==> config.mk <==
export PLATFORM = sky130hd
export DESIGN_NAME = key_write_guard_flat
export DESIGN_NICKNAME = d
export VERILOG_FILES = /design/src/rtl/key_write_guard_pkg.sv /design/src/rtl/key_write_guard_if.sv /design/src/rtl/key_write_guard_policy.sv /design/src/rtl/key_write_guard.sv /design/src/flat_wrapper.sv
export SDC_FILE = /design/constraint.sdc
export NUM_CORES = 1
export LEC_CHECK = 0
export BUFFER_PORTS_ARGS = -buffer_cell sky130_fd_sc_hd__buf_4
export CORE_UTILIZATION = 30
export DETAILED_ROUTE_END_ITERATION = 6
export SLEW_MARGIN = 5
export SYNTH_ARGS = -nofsm -noshare
export SYNTH_HDL_FRONTEND = slang
export SYNTH_SLANG_ARGS = --single-unit
==> constraint.sdc <==
create_clock -name clk -period 3.7 [get_ports clk]
set_clock_uncertainty 0.15 [all_clocks]
set_input_delay 0.37 -clock clk [delete_from_list [all_inputs] [get_ports clk]]
set_output_delay 0.37 -clock clk [all_outputs]
set_load 0.01 [all_outputs]
==> src/rtl/key_write_guard_pkg.sv <==
// Shared types and constants for the key-storage write guard and its policy checker.
package key_guard_pkg;
  typedef enum logic [1:0] {IDLE, CHECK, ISSUE, DENY} state_e;

  localparam int KEY_WORD_IDX   = 0;
  localparam int PROT_WORDS_DEF = 1;
  localparam int ADDR_W_DEF     = 32;
  localparam int DATA_W_DEF     = 32;
  localparam int VCNT_W_DEF     = 8;
endpackage

==> src/rtl/key_write_guard_if.sv <==
// Request bus plus memory-side strobe and response, as seen by the guard (slave) and requester (master).
interface key_write_guard_if #(
  parameter int ADDR_W = 32,
  parameter int DATA_W = 32
);
  logic              req_valid;
  logic              req_ready;
  logic [ADDR_W-1:0] req_addr;
  logic              req_we;
  logic [DATA_W-1:0] req_wd;
  logic [ADDR_W-1:0] address;
  logic              we;
  logic [DATA_W-1:0] wd;
  logic              rsp_valid;
  logic              rsp_err;

  modport slave (
    input  req_valid, req_addr, req_we, req_wd,
    output req_ready, address, we, wd, rsp_valid, rsp_err
  );

  modport master (
    output req_valid, req_addr, req_we, req_wd,
    input  req_ready, address, we, wd, rsp_valid, rsp_err
  );
endinterface

==> src/rtl/key_write_guard_policy.sv <==
// Access policy: deny misaligned accesses and writes to protected words once locked.
module key_guard_policy
  import key_guard_pkg::*;
#(
  parameter int ADDR_W     = ADDR_W_DEF,
  parameter int PROT_WORDS = PROT_WORDS_DEF
) (
  input  logic [ADDR_W-1:0] addr_i,
  input  logic              we_i,
  input  logic              lock_eff_i,
  output logic              deny_o
);
  logic [ADDR_W-3:0] word_idx;
  logic              prot;
  logic              misaligned;

  always_comb begin
    word_idx   = addr_i[ADDR_W-1:2];
    prot       = (word_idx < (ADDR_W-2)'(PROT_WORDS));
    misaligned = (addr_i[1:0] != 2'b00);
    deny_o     = misaligned | (we_i & prot & lock_eff_i);
  end
endmodule

==> src/rtl/key_write_guard.sv <==
// Gatekeeper in front of key storage: forwards requests, blocks locked key writes,
// and tracks violations for the security monitor.
module key_write_guard
  import key_guard_pkg::*;
#(
  parameter int ADDR_W     = ADDR_W_DEF,
  parameter int DATA_W     = DATA_W_DEF,
  parameter int PROT_WORDS = PROT_WORDS_DEF,
  parameter int VCNT_W     = VCNT_W_DEF
) (
  input  logic                clk,
  input  logic                reset,
  key_write_guard_if.slave    bus,
  input  logic                lock_set,
  output logic                locked,
  output logic [VCNT_W-1:0]   viol_count,
  output logic                viol_sticky
);
  state_e            state_q;
  logic [ADDR_W-1:0] cap_addr_q;
  logic              cap_we_q;
  logic [DATA_W-1:0] cap_wd_q;
  logic              ready_q;
  logic [ADDR_W-1:0] mem_addr_q;
  logic              mem_we_q;
  logic [DATA_W-1:0] mem_wd_q;
  logic              rsp_valid_q;
  logic              rsp_err_q;
  logic              locked_q;
  logic              locked_d;
  logic [VCNT_W-1:0] vcnt_q;
  logic [VCNT_W-1:0] vcnt_d;
  logic              sticky_q;
  logic              deny;

  // A lock pulse in the CHECK cycle already counts against the pending request.
  always_comb begin
    locked_d = locked_q | lock_set;
    vcnt_d   = (&vcnt_q) ? vcnt_q : vcnt_q + VCNT_W'(1);
  end

  key_guard_policy #(
    .ADDR_W     (ADDR_W),
    .PROT_WORDS (PROT_WORDS)
  ) u_policy (
    .addr_i     (cap_addr_q),
    .we_i       (cap_we_q),
    .lock_eff_i (locked_d),
    .deny_o     (deny)
  );

  always_ff @(posedge clk) begin
    if (!reset) begin
      state_q     <= IDLE;
      cap_addr_q  <= '0;
      cap_we_q    <= 1'b0;
      cap_wd_q    <= '0;
      ready_q     <= 1'b1;
      mem_addr_q  <= '0;
      mem_we_q    <= 1'b0;
      mem_wd_q    <= '0;
      rsp_valid_q <= 1'b0;
      rsp_err_q   <= 1'b0;
      locked_q    <= 1'b0;
      vcnt_q      <= '0;
      sticky_q    <= 1'b0;
    end else begin
      locked_q    <= locked_d;
      mem_we_q    <= 1'b0;
      rsp_valid_q <= 1'b0;
      rsp_err_q   <= 1'b0;
      case (state_q)
        IDLE: begin
          if (bus.req_valid && ready_q) begin
            cap_addr_q <= bus.req_addr;
            cap_we_q   <= bus.req_we;
            cap_wd_q   <= bus.req_wd;
            ready_q    <= 1'b0;
            state_q    <= CHECK;
          end
        end
        CHECK: state_q <= deny ? DENY : ISSUE;
        ISSUE: begin
          mem_addr_q  <= cap_addr_q;
          mem_we_q    <= cap_we_q;
          mem_wd_q    <= cap_wd_q;
          rsp_valid_q <= 1'b1;
          ready_q     <= 1'b1;
          state_q     <= IDLE;
        end
        DENY: begin
          // Memory address/data are left untouched so denied data never reaches storage.
          rsp_valid_q <= 1'b1;
          rsp_err_q   <= 1'b1;
          vcnt_q      <= vcnt_d;
          sticky_q    <= 1'b1;
          ready_q     <= 1'b1;
          state_q     <= IDLE;
        end
        default: state_q <= IDLE;
      endcase
    end
  end

  assign bus.req_ready = ready_q;
  assign bus.address   = mem_addr_q;
  assign bus.we        = mem_we_q;
  assign bus.wd        = mem_wd_q;
  assign bus.rsp_valid = rsp_valid_q;
  assign bus.rsp_err   = rsp_err_q;
  assign locked        = locked_q;
  assign viol_count    = vcnt_q;
  assign viol_sticky   = sticky_q;
endmodule

==> src/flat_wrapper.sv <==
// flat-port wrapper written by rule: the top's interface ports become plain ports
module key_write_guard_flat import key_guard_pkg::*;
#(
  parameter int ADDR_W     = ADDR_W_DEF,
  parameter int DATA_W     = DATA_W_DEF,
  parameter int PROT_WORDS = PROT_WORDS_DEF,
  parameter int VCNT_W     = VCNT_W_DEF
)
  (clk, reset, lock_set, locked, viol_count, viol_sticky, bus_req_valid, bus_req_addr, bus_req_we, bus_req_wd, bus_req_ready, bus_address, bus_we, bus_wd, bus_rsp_valid, bus_rsp_err);
  key_write_guard_if #(.ADDR_W(ADDR_W), .DATA_W(DATA_W)) bus_i ();
  input  logic clk;
  input  logic reset;
  input  logic lock_set;
  output logic locked;
  output logic [VCNT_W-1:0] viol_count;
  output logic viol_sticky;
  input wire logic [$bits(bus_i.req_valid)-1:0] bus_req_valid;
  input wire logic [$bits(bus_i.req_addr)-1:0] bus_req_addr;
  input wire logic [$bits(bus_i.req_we)-1:0] bus_req_we;
  input wire logic [$bits(bus_i.req_wd)-1:0] bus_req_wd;
  output wire logic [$bits(bus_i.req_ready)-1:0] bus_req_ready;
  output wire logic [$bits(bus_i.address)-1:0] bus_address;
  output wire logic [$bits(bus_i.we)-1:0] bus_we;
  output wire logic [$bits(bus_i.wd)-1:0] bus_wd;
  output wire logic [$bits(bus_i.rsp_valid)-1:0] bus_rsp_valid;
  output wire logic [$bits(bus_i.rsp_err)-1:0] bus_rsp_err;
  assign bus_i.req_valid = bus_req_valid;
  assign bus_i.req_addr = bus_req_addr;
  assign bus_i.req_we = bus_req_we;
  assign bus_i.req_wd = bus_req_wd;
  assign bus_req_ready = bus_i.req_ready;
  assign bus_address = bus_i.address;
  assign bus_we = bus_i.we;
  assign bus_wd = bus_i.wd;
  assign bus_rsp_valid = bus_i.rsp_valid;
  assign bus_rsp_err = bus_i.rsp_err;
  key_write_guard #(.ADDR_W(ADDR_W), .DATA_W(DATA_W), .PROT_WORDS(PROT_WORDS), .VCNT_W(VCNT_W)) u_core (.clk(clk), .reset(reset), .bus(bus_i), .lock_set(lock_set), .locked(locked), .viol_count(viol_count), .viol_sticky(viol_sticky));
endmodule
==> results of run 1 <==
-- cells by family (layout without fill, tap and decap cells) --
family	count (synthesis)	after routing	share of synthesized area, %
AO/OA/AOI/OAI	141	141	14.4
XOR/XNOR	2	2	0.344
flip-flops	145	145	57.0
adder cells (fa/ha/maj)	1	1	0.246
AND/OR/NAND/NOR	300	300	24.0
buffers and inverters	46	189	3.54
multiplexers	2	2	0.393
-- routing by layer --
layer  up-vias  part of all wire (%)  global-route usage [%]
met5         -                     0                       0
met4         0                   1.2                    5.36
met3        13                   6.7                    5.00
met2       121                    45                    24.7
met1      2085                    47                    19.8
li1       2348                     -                       -
-- per-stage QoR --
step | util (%) | power, mW
floorplan | - | 1.96
global placement | 38.5 | 2.13
detailed placement | 38.5 | 2.14
CTS | 42.2 | 3.93
global route | 42.2 | 4.05
finish | 42.2 | 3.87
-- flip-flops by register name, summed over array words and instances (netlist names) --
signal and flops:
u_core.bus.req_ready 1, u_core.bus.rsp_valid 1, u_core.cap_we_q 1, u_core.state_q 2
u_core.bus.wd 32, u_core.viol_count 8, u_core.bus.rsp_err 1, u_core.viol_sticky 1
u_core.cap_addr_q 32, u_core.cap_wd_q 32, u_core.bus.we 1, u_core.bus.address 32
u_core.locked 1
-- where the power goes --
group | switching [mW] | internal, mW
clock network | 0.651 | 1.13
logic | 0.235 | 0.152
registers | 0.0598 | 1.65
total | 0.946 | 2.93
-- final cells by class --
class                           instances  area [um2]  share of cell area, %
Clock inverter                         14         186                   2.66
Inverter                                3        13.8                  0.197
Clock buffer                           18         429                   6.13
Multi-Input combinational cell        446        2030                   28.9
Sequential cell                       145        2900                   41.5
Tap cell                              220         275                   3.93
Timing Repair Buffer                  154        1170                   16.7
-- final timing paths --
kind | to | depth (start not counted) | from | slack (ns)
min reg2reg | u_core.bus.wd[22] | 2 | u_core.cap_wd_q[22] | 0.30
max | u_core.cap_wd_q[7] | 5 | u_core.bus.req_ready | 1.71
min | u_core.cap_addr_q[0] | 3 | bus_req_addr[0] | 0.05
max reg2reg | u_core.cap_wd_q[7] | 5 | u_core.bus.req_ready | 1.71
-- worst reg2reg max path: cells and delay by family, from the launching register on --
| family | cells | cell delay (ns) |
|---|---|---|
| buffers and inverters | 1 | 0.38 |
| DFF | 1 | 0.40 |
| and+or+nand+nor | 3 | 0.83 |
| AOI/OAI and AO/OA | 1 | 0.07 |
-- synth_stat cells, types with 2 or more instances --
master,instances
buf_1,8
and3_1,2
nand2_1,259
inv_1,2
dfxtp_1,145
o21ai_1,2
nor2_1,11
nand4_1,4
and2_1,2
mux2i_1,2
nor4_1,5
or3_1,2
clkbuf_1,34
or4_1,3
nor3_1,2
nand3_1,3
a21oi_1,131
xor2_1,2
o21a_1,2
o211ai_1,2
==> results.py, run 1 <==
metrics = {
    "die": {
        "initial_standard_cell_utilization_of_the_core_pct": 30.7,
        "boundaryPins": 147,
        "coreArea_um2": 16600,
        "floorplan.die.width_um": 132,
        "die_h_um": 132,
        "dieArea_um2": 17500,
        "row_count": 47,
    },
    "logic_synthesis": {
        "synth-seq-area-share_pct": 57.0,
        "synth_top_cell_area_share_pct": 57.0,
        "syn-num-nets": 707,
        "mappedNetlistArea_um2": 5090,
        "avgSynthCellArea_um2": 7.99,
        "biggest_area_consumer_among_synthesized_cells": "dfxtp_1",
        "ys_ff_latch": 145,
        "synth_enable_flop_cells": 0,
        "post_synth_inst_count": 637,
        "postSynth.asyncResetShare_pct": 0,
        "synth.lib_cells_used.distinct": 34,
        "ys.warnings.count": 0,
        "synth_top_cells_by_area": "dfxtp_1, nand2_1, a21oi_1",
        "synth-main-ff-cell": "dfxtp_1",
    },
    "timing": {
        "maxClockFrequency_ghz": 0.501,
        "timing.max_slew.rel_slack_pct": 40.6,
        "worst_slack_ns": 1.71,
        "hold_viol": 0,
        "setup-tns-final_ns": 0,
        "finalWorstPathRequiredPeriod_ns": 1.99,
        "finalHoldWorstSlack_ns": 0.0493,
        "tightest_slew_ns": 0.891,
        "final_period_utilization_pct": 53.9,
        "timing.final.max_slew_violations": 0,
        "unrepaired_setup_endpoints_after_global_routing": "false",
        "timing.final.setup_violations": 0,
    },
    "clocking": {
        "numCtsBuffers": 17,
        "clkSinkCount": 145,
        "htree_num_levels": 4,
        "path_clk_slew_ns": 0.06,
        "post-cts-setup-buffers": 0,
        "cts_hold_repair.buffers": 0,
        "clock_tree_from_tritoncts": "done",
        "clockBufferDepth": 2,
        "worstSkewPairLatency_ns": 0.41,
        "cts-root-buf": "clkbuf_16",
        "post_cts_resized": 0,
    },
    "critical_path": {
        "critPathRequiredTime_ns": 3.80,
        "end_kind": "flip-flop",
        "worst_path_dominant_cell_family": "simple AND/OR/NAND/NOR gates",
        "critPathMaxFanout": 55,
        "critical-path-slowest-cell": "or3_2",
        "worstSetupStartpointType": "flip-flop",
        "cp_data_arrival_time_ns": 2.10,
        "critical_path.cell_chain": "nand2_2 > or3_2 > buf_4 > nand2_1 > a21oi_1",
        "setup.worst_path.class": "reg2reg",
        "cp.buffers_inverters": 1,
        "timing.critical_path.slowest_cell_delay_ns": 0.55,
    },
    "global_route": {
        "first_global_vias": 4257,
        "global_route.usage.total_pct": 15.5,
        "grt_antenna_before_repair": 0,
        "grt_pass1_wl_um": 21500,
        "maximum_number_of_pins_on_one_net_before_global_route_repair": 87,
        "grt_overflow_total": 0,
    },
    "place": {
        "post-place-cells": 968,
        "pre_cts_slack_ns": 1.65,
        "hpwlAfterDp_um": 8610,
        "globalplace.congestion": 0.733,
        "cell_area_reported_after_detailed_placement_um2": 6390,
        "io_buffer_count": 146,
    },
    "finish": {
        "layout-area-overhead-vs-synth_pct": 37.5,
        "nFillCells": 1710,
        "layout.cells.most_common_list": "nand2_1, buf_4, dfxtp_1",
        "finish.cell_count_without_fillers": 1000,
        "finish.net_count": 837,
        "final_layout_size_suffix_gt1_share_pct": 25.0,
        "n_antenna_cell": 0,
        "post-route-cell-area_um2": 7000,
        "final_common_cell": "nand2_1",
    },
    "drt": {
        "route.detailed.wl_per_inst_um": 13.3,
        "vias_per_cell": 4.57,
        "drt_pass1_iterations": 5,
        "first_iter_violations": 240,
        "via_count": 4567,
        "detail_route.wirelength_um": 13300,
        "final_antenna_net_count": 0,
        "drt_drc": 0,
    },
    "power": {
        "ir_drop_uv": 297,
        "power_density_nw_per_um2": 553,
        "leakagePower_nw": 2.78,
    },
    "run_status": {
        "result_of_the_run": "finished, final reports clean",
    },
    "worst_hold_path": {
        "worst_hold_path_type": "in2reg",
    },
    "run": {
        "total_of_max_cap_violations": 0,
    },
}
No activity file was read; power rests on OpenSTA's default activity.
==> run 2, diff against run 1 <==
- clock period: 3.7 -> 1.99 ns (I/O delays scaled with it)
==> run 2 against run 1 <==
Against the previous run:
- routed wire length is 7.1% higher
- global-route usage is 1.1 points higher
- die area stayed put
- setup slack worse by 1.6 ns
- clock power is 97% higher
- core utilization is 4.8 points higher
- hold slack better by 0.25 ns
- flip-flop and latch count stayed put
==> results.py, run 2 (synthesized netlist as in run 1, its figures left out) <==
metrics = {
    "finish": {
        "n_antenna_cell": 0,
        "finish.net_count": 909,
        "layout-area-overhead-vs-synth_pct": 53.3,
        "final_layout_size_suffix_gt1_share_pct": 23.6,
        "layout.cells.most_common_list": "nand2_1, buf_4, dfxtp_1",
        "post-route-cell-area_um2": 7800,
        "final_core_utilization_pct": 47.1,
        "finish.cell_count_without_fillers": 1072,
        "final_common_cell": "nand2_1",
    },
    "timing": {
        "finalHoldWorstSlack_ns": 0.296,
        "unrepaired_setup_endpoints_after_global_routing": "false",
        "timing.final.max_slew_violations": 0,
        "setup-tns-final_ns": 0,
        "maxClockFrequency_ghz": 0.533,
        "tightest_slew_ns": 0.540,
        "hold_viol": 0,
        "finalWorstPathRequiredPeriod_ns": 1.88,
        "final_period_utilization_pct": 94.2,
        "timing.max_slew.rel_slack_pct": 64.0,
        "timing.final.setup_violations": 0,
        "worst_slack_ns": 0.115,
    },
    "critical_path": {
        "cp_data_arrival_time_ns": 2.05,
        "timing.critical_path.slowest_cell_delay_ns": 0.56,
        "critPathRequiredTime_ns": 2.17,
        "critical_path.cell_chain": "nor4b_1 > nand4_1 > or4_1 > a221oi_2",
        "worstSetupStartpointType": "flip-flop",
        "critPathMaxFanout": 3,
        "critical-path-slowest-cell": "or4_1",
        "end_kind": "flip-flop",
        "setup.worst_path.class": "reg2reg",
        "worstRegToRegCells": 4,
    },
    "global_route": {
        "grt_antenna_before_repair": 0,
        "global_route.usage.total_pct": 16.6,
        "grt_overflow_total": 0,
        "grt_pass1_wl_um": 22900,
        "first_global_vias": 4504,
        "maximum_number_of_pins_on_one_net_before_global_route_repair": 51,
    },
    "die": {
        "floorplan.die.width_um": 132,
        "dieArea_um2": 17500,
        "boundaryPins": 147,
        "die_h_um": 132,
        "coreArea_um2": 16600,
        "row_count": 47,
        "initial_standard_cell_utilization_of_the_core_pct": 30.7,
    },
    "clocking": {
        "worstSkewPairLatency_ns": 0.42,
        "htree_num_levels": 4,
        "clock_tree_from_tritoncts": "done",
        "post-cts-setup-buffers": 0,
        "path_clk_slew_ns": 0.06,
        "numCtsBuffers": 17,
        "clockBufferDepth": 2,
        "clkSinkCount": 145,
        "cts-root-buf": "clkbuf_16",
    },
    "place": {
        "hpwlAfterDp_um": 8730,
        "globalplace.congestion": 0.741,
        "pre_cts_slack_ns": 0.113,
        "post-place-cells": 972,
        "io_buffer_count": 146,
        "cell_area_reported_after_detailed_placement_um2": 6470,
    },
    "power": {
        "power.total_mw": 7.55,
        "power_density_nw_per_um2": 967,
        "ir_drop_uv": 597,
        "leakagePower_nw": 3.12,
    },
    "drt": {
        "detail_route.wirelength_um": 14200,
        "route.detailed.wl_per_inst_um": 13.2,
        "final_antenna_net_count": 0,
        "drt_drc": 0,
        "vias_per_cell": 4.49,
        "first_iter_violations": 225,
        "via_count": 4817,
        "drt_pass1_iterations": 4,
    },
    "run": {
        "total_of_max_cap_violations": 0,
    },
    "worst_hold_path": {
        "worst_hold_path_type": "reg2reg",
        "hold_depth": 2,
    },
    "run_status": {
        "result_of_the_run": "finished, final reports clean",
    },
}
## run 2: cell types whose count changed in the layout (fill, tap and decap cells not counted), sizes merged
cell / previous run / this run
buf: 154 / 158
bufinv: 4 / 5
dlygate4sd3: 0 / 68
inv: 5 / 4
## run 2: per-layer routing
layer  wire length, um  part of all wire [%]  GRT usage, %
met5                 0                     0             0
met4               148                   1.0          5.17
met3               750                   5.3          4.58
met2              6680                    47          26.7
met1              6620                    47          21.6
## run 2: where the power goes
group / total [mW] / switching, mW / internal [mW]
Clock: 3.50 / 1.25 / 2.26
Sequential: 3.17 / 0.109 / 3.06
Combinational: 0.871 / 0.474 / 0.397
## run 2: path summary, 6_finish.rpt
path	slack, ns	endpoint	start
setup / recovery	0.11	u_core.state_q[0]	u_core.cap_addr_q[29]
hold / removal	0.30	u_core.bus.wd[25]	u_core.cap_wd_q[25]
setup reg to reg	0.11	u_core.state_q[0]	u_core.cap_addr_q[29]
hold reg to reg	0.30	u_core.bus.wd[25]	u_core.cap_wd_q[25]
## run 2: area by class of cell
type | count | area [um2]
Timing Repair Buffer | 226 | 1930
Clock buffer | 18 | 439
Sequential cell | 145 | 2900
Fill cell | 1665 | 8780
Tap cell | 220 | 275
Inverter | 3 | 13.8
Clock inverter | 14 | 211
Multi-Input combinational cell | 446 | 2030
## run 2: critical path, delay by kind of cell, from the launching register on
family,cells,cell delay (ns)
compound gates,1,0.23
simple gates,3,1.08
flops,1,0.33
## run 2: timing repair
item / 4_1_cts / 5_1_grt
gates resized for setup: 0 / 1
endpoints found under the setup margin: 0 / 1
endpoints found under the hold margin: 73 / 0
hold buffers: 68 / 0
==> run 3, diff against run 2 <==
- clock period: 1.99 -> 2.4 ns (I/O delays scaled with it)
==> run 3 against run 2 <==
Against the previous run:
- combinational power is 20% lower
- die area stayed put
- total power is 21% lower
- maximum frequency is 13% lower
- via count is 0.64% lower
- global-route usage is 0.21 points higher
- non-clock buffer count is 3 lower
- critical path depth stayed put
- first-iteration DRC count is 4.4% lower
- critical path type unchanged
- critical endpoint is now u_core.cap_addr_q[31]
==> results.py, run 3 (synthesized netlist as in run 1, its figures left out) <==
metrics = {
    "drt": {
        "route.detailed.wl_per_inst_um": 13.1,
        "detail_route.wirelength_um": 14000,
        "vias_per_cell": 4.48,
        "via_count": 4786,
        "first_iter_violations": 215,
        "drt_pass1_iterations": 5,
        "drt_drc": 0,
        "final_antenna_net_count": 0,
    },
    "run_status": {
        "result_of_the_run": "finished, final reports clean",
    },
    "die": {
        "dieArea_um2": 17500,
        "boundaryPins": 147,
        "floorplan.die.width_um": 132,
        "initial_standard_cell_utilization_of_the_core_pct": 30.7,
        "row_count": 47,
        "coreArea_um2": 16600,
        "die_h_um": 132,
    },
    "critical_path": {
        "worstSetupStartpointType": "flip-flop",
        "setup.worst_path.class": "reg2reg",
        "cp_data_arrival_time_ns": 2.31,
        "critPathRequiredTime_ns": 2.55,
        "end_kind": "flip-flop",
        "critPathMaxFanout": 17,
    },
    "clocking": {
        "clockBufferDepth": 2,
        "numCtsBuffers": 17,
        "clock_tree_from_tritoncts": "done",
        "htree_num_levels": 4,
        "clkSinkCount": 145,
        "worstSkewPairLatency_ns": 0.42,
        "cts-root-buf": "clkbuf_16",
        "path_clk_slew_ns": 0.06,
        "post_cts_resized": 0,
    },
    "timing": {
        "tightest_slew_ns": 0.497,
        "hold_viol": 0,
        "finalWorstPathRequiredPeriod_ns": 2.16,
        "timing.final.setup_violations": 0,
        "unrepaired_setup_endpoints_after_global_routing": "false",
        "finalHoldWorstSlack_ns": 0.0467,
        "worst_slack_ns": 0.238,
        "final_period_utilization_pct": 90.1,
        "maxClockFrequency_ghz": 0.463,
        "timing.final.max_slew_violations": 0,
        "timing.max_slew.rel_slack_pct": 66.9,
        "setup-tns-final_ns": 0,
    },
    "finish": {
        "n_antenna_cell": 0,
        "final_layout_size_suffix_gt1_share_pct": 22.9,
        "finish.net_count": 906,
        "layout.cells.most_common_list": "nand2_1, buf_4, dfxtp_1",
        "final_common_cell": "nand2_1",
        "post-route-cell-area_um2": 7670,
        "layout-area-overhead-vs-synth_pct": 50.7,
    },
    "place": {
        "globalplace.congestion": 0.734,
        "hpwlAfterDp_um": 8660,
        "pre_cts_slack_ns": 0.508,
        "io_buffer_count": 146,
        "cell_area_reported_after_detailed_placement_um2": 6410,
    },
    "run": {
        "total_of_max_cap_violations": 0,
    },
    "power": {
        "ir_drop_uv": 510,
        "leakagePower_nw": 3.06,
        "power_density_nw_per_um2": 774,
    },
    "global_route": {
        "grt_antenna_before_repair": 0,
        "grt_overflow_total": 0,
        "maximum_number_of_pins_on_one_net_before_global_route_repair": 66,
        "grt_pass1_wl_um": 23400,
        "first_global_vias": 4609,
        "global_route.usage.total_pct": 16.8,
    },
    "worst_hold_path": {
        "worst_hold_path_type": "in2reg",
    },
}
-- run 3: path summary, 6_finish.rpt --
kind,startpoint,end,slack [ns],depth (start not counted)
min reg2reg,u_core.cap_wd_q[4],u_core.bus.wd[4],0.30,2
max,u_core.state_q[1],u_core.cap_addr_q[31],0.24,4
max reg2reg,u_core.state_q[1],u_core.cap_addr_q[31],0.24,4
min,bus_req_valid,u_core.state_q[0],0.05,3
-- run 3: repair_timing --
item                                   4_1_cts  5_1_grt
buffers inserted                             0        0
hold buffers                                68        0
endpoints found under the hold margin       71        0
-- run 3: layout make-up --
class	count	area (um2)
Sequential cell	145	2900
Inverter	3	13.8
Multi-Input combinational cell	446	2030
Tap cell	220	275
Clock buffer	23	478
Fill cell	1688	8910
Timing Repair Buffer	223	1870
Clock inverter	9	106
-- run 3: metrics by stage --
step	instances	utilization, %	total power [mW]
2_1_floorplan	637	-	3.02
3_3_place_gp	969	38.6	3.29
3_5_place_dp	969	38.6	3.30
4_1_cts	1069	46.3	6.02
5_1_grt	1069	46.3	6.21
6_report	1069	46.3	5.94
-- run 3: critical path, stage by stage (launching register included) --
cell and delay (ns):
dfxtp_1 0.39, or3_2 0.71, nor2_1 0.20, a21oi_1 0.05
dlygate4sd3_1 0.55
-- run 3: power breakdown --
| part | internal [mW] | switching [mW] |
|---|---|---|
| Sequential | 2.54 | 0.0890 |
| Combinational | 0.316 | 0.383 |
| Clock | 1.61 | 0.999 |
| Total | 4.47 | 1.47 |
-- run 3: per-layer routing --
layer | wire (um) | track usage (%) | up-vias
li1 | - | - | 2483
met2 | 6430 | 27.0 | 121
met1 | 6510 | 21.3 | 2165
met5 | 0 | 0 | -
met4 | 271 | 6.83 | 0
met3 | 773 | 4.58 | 17
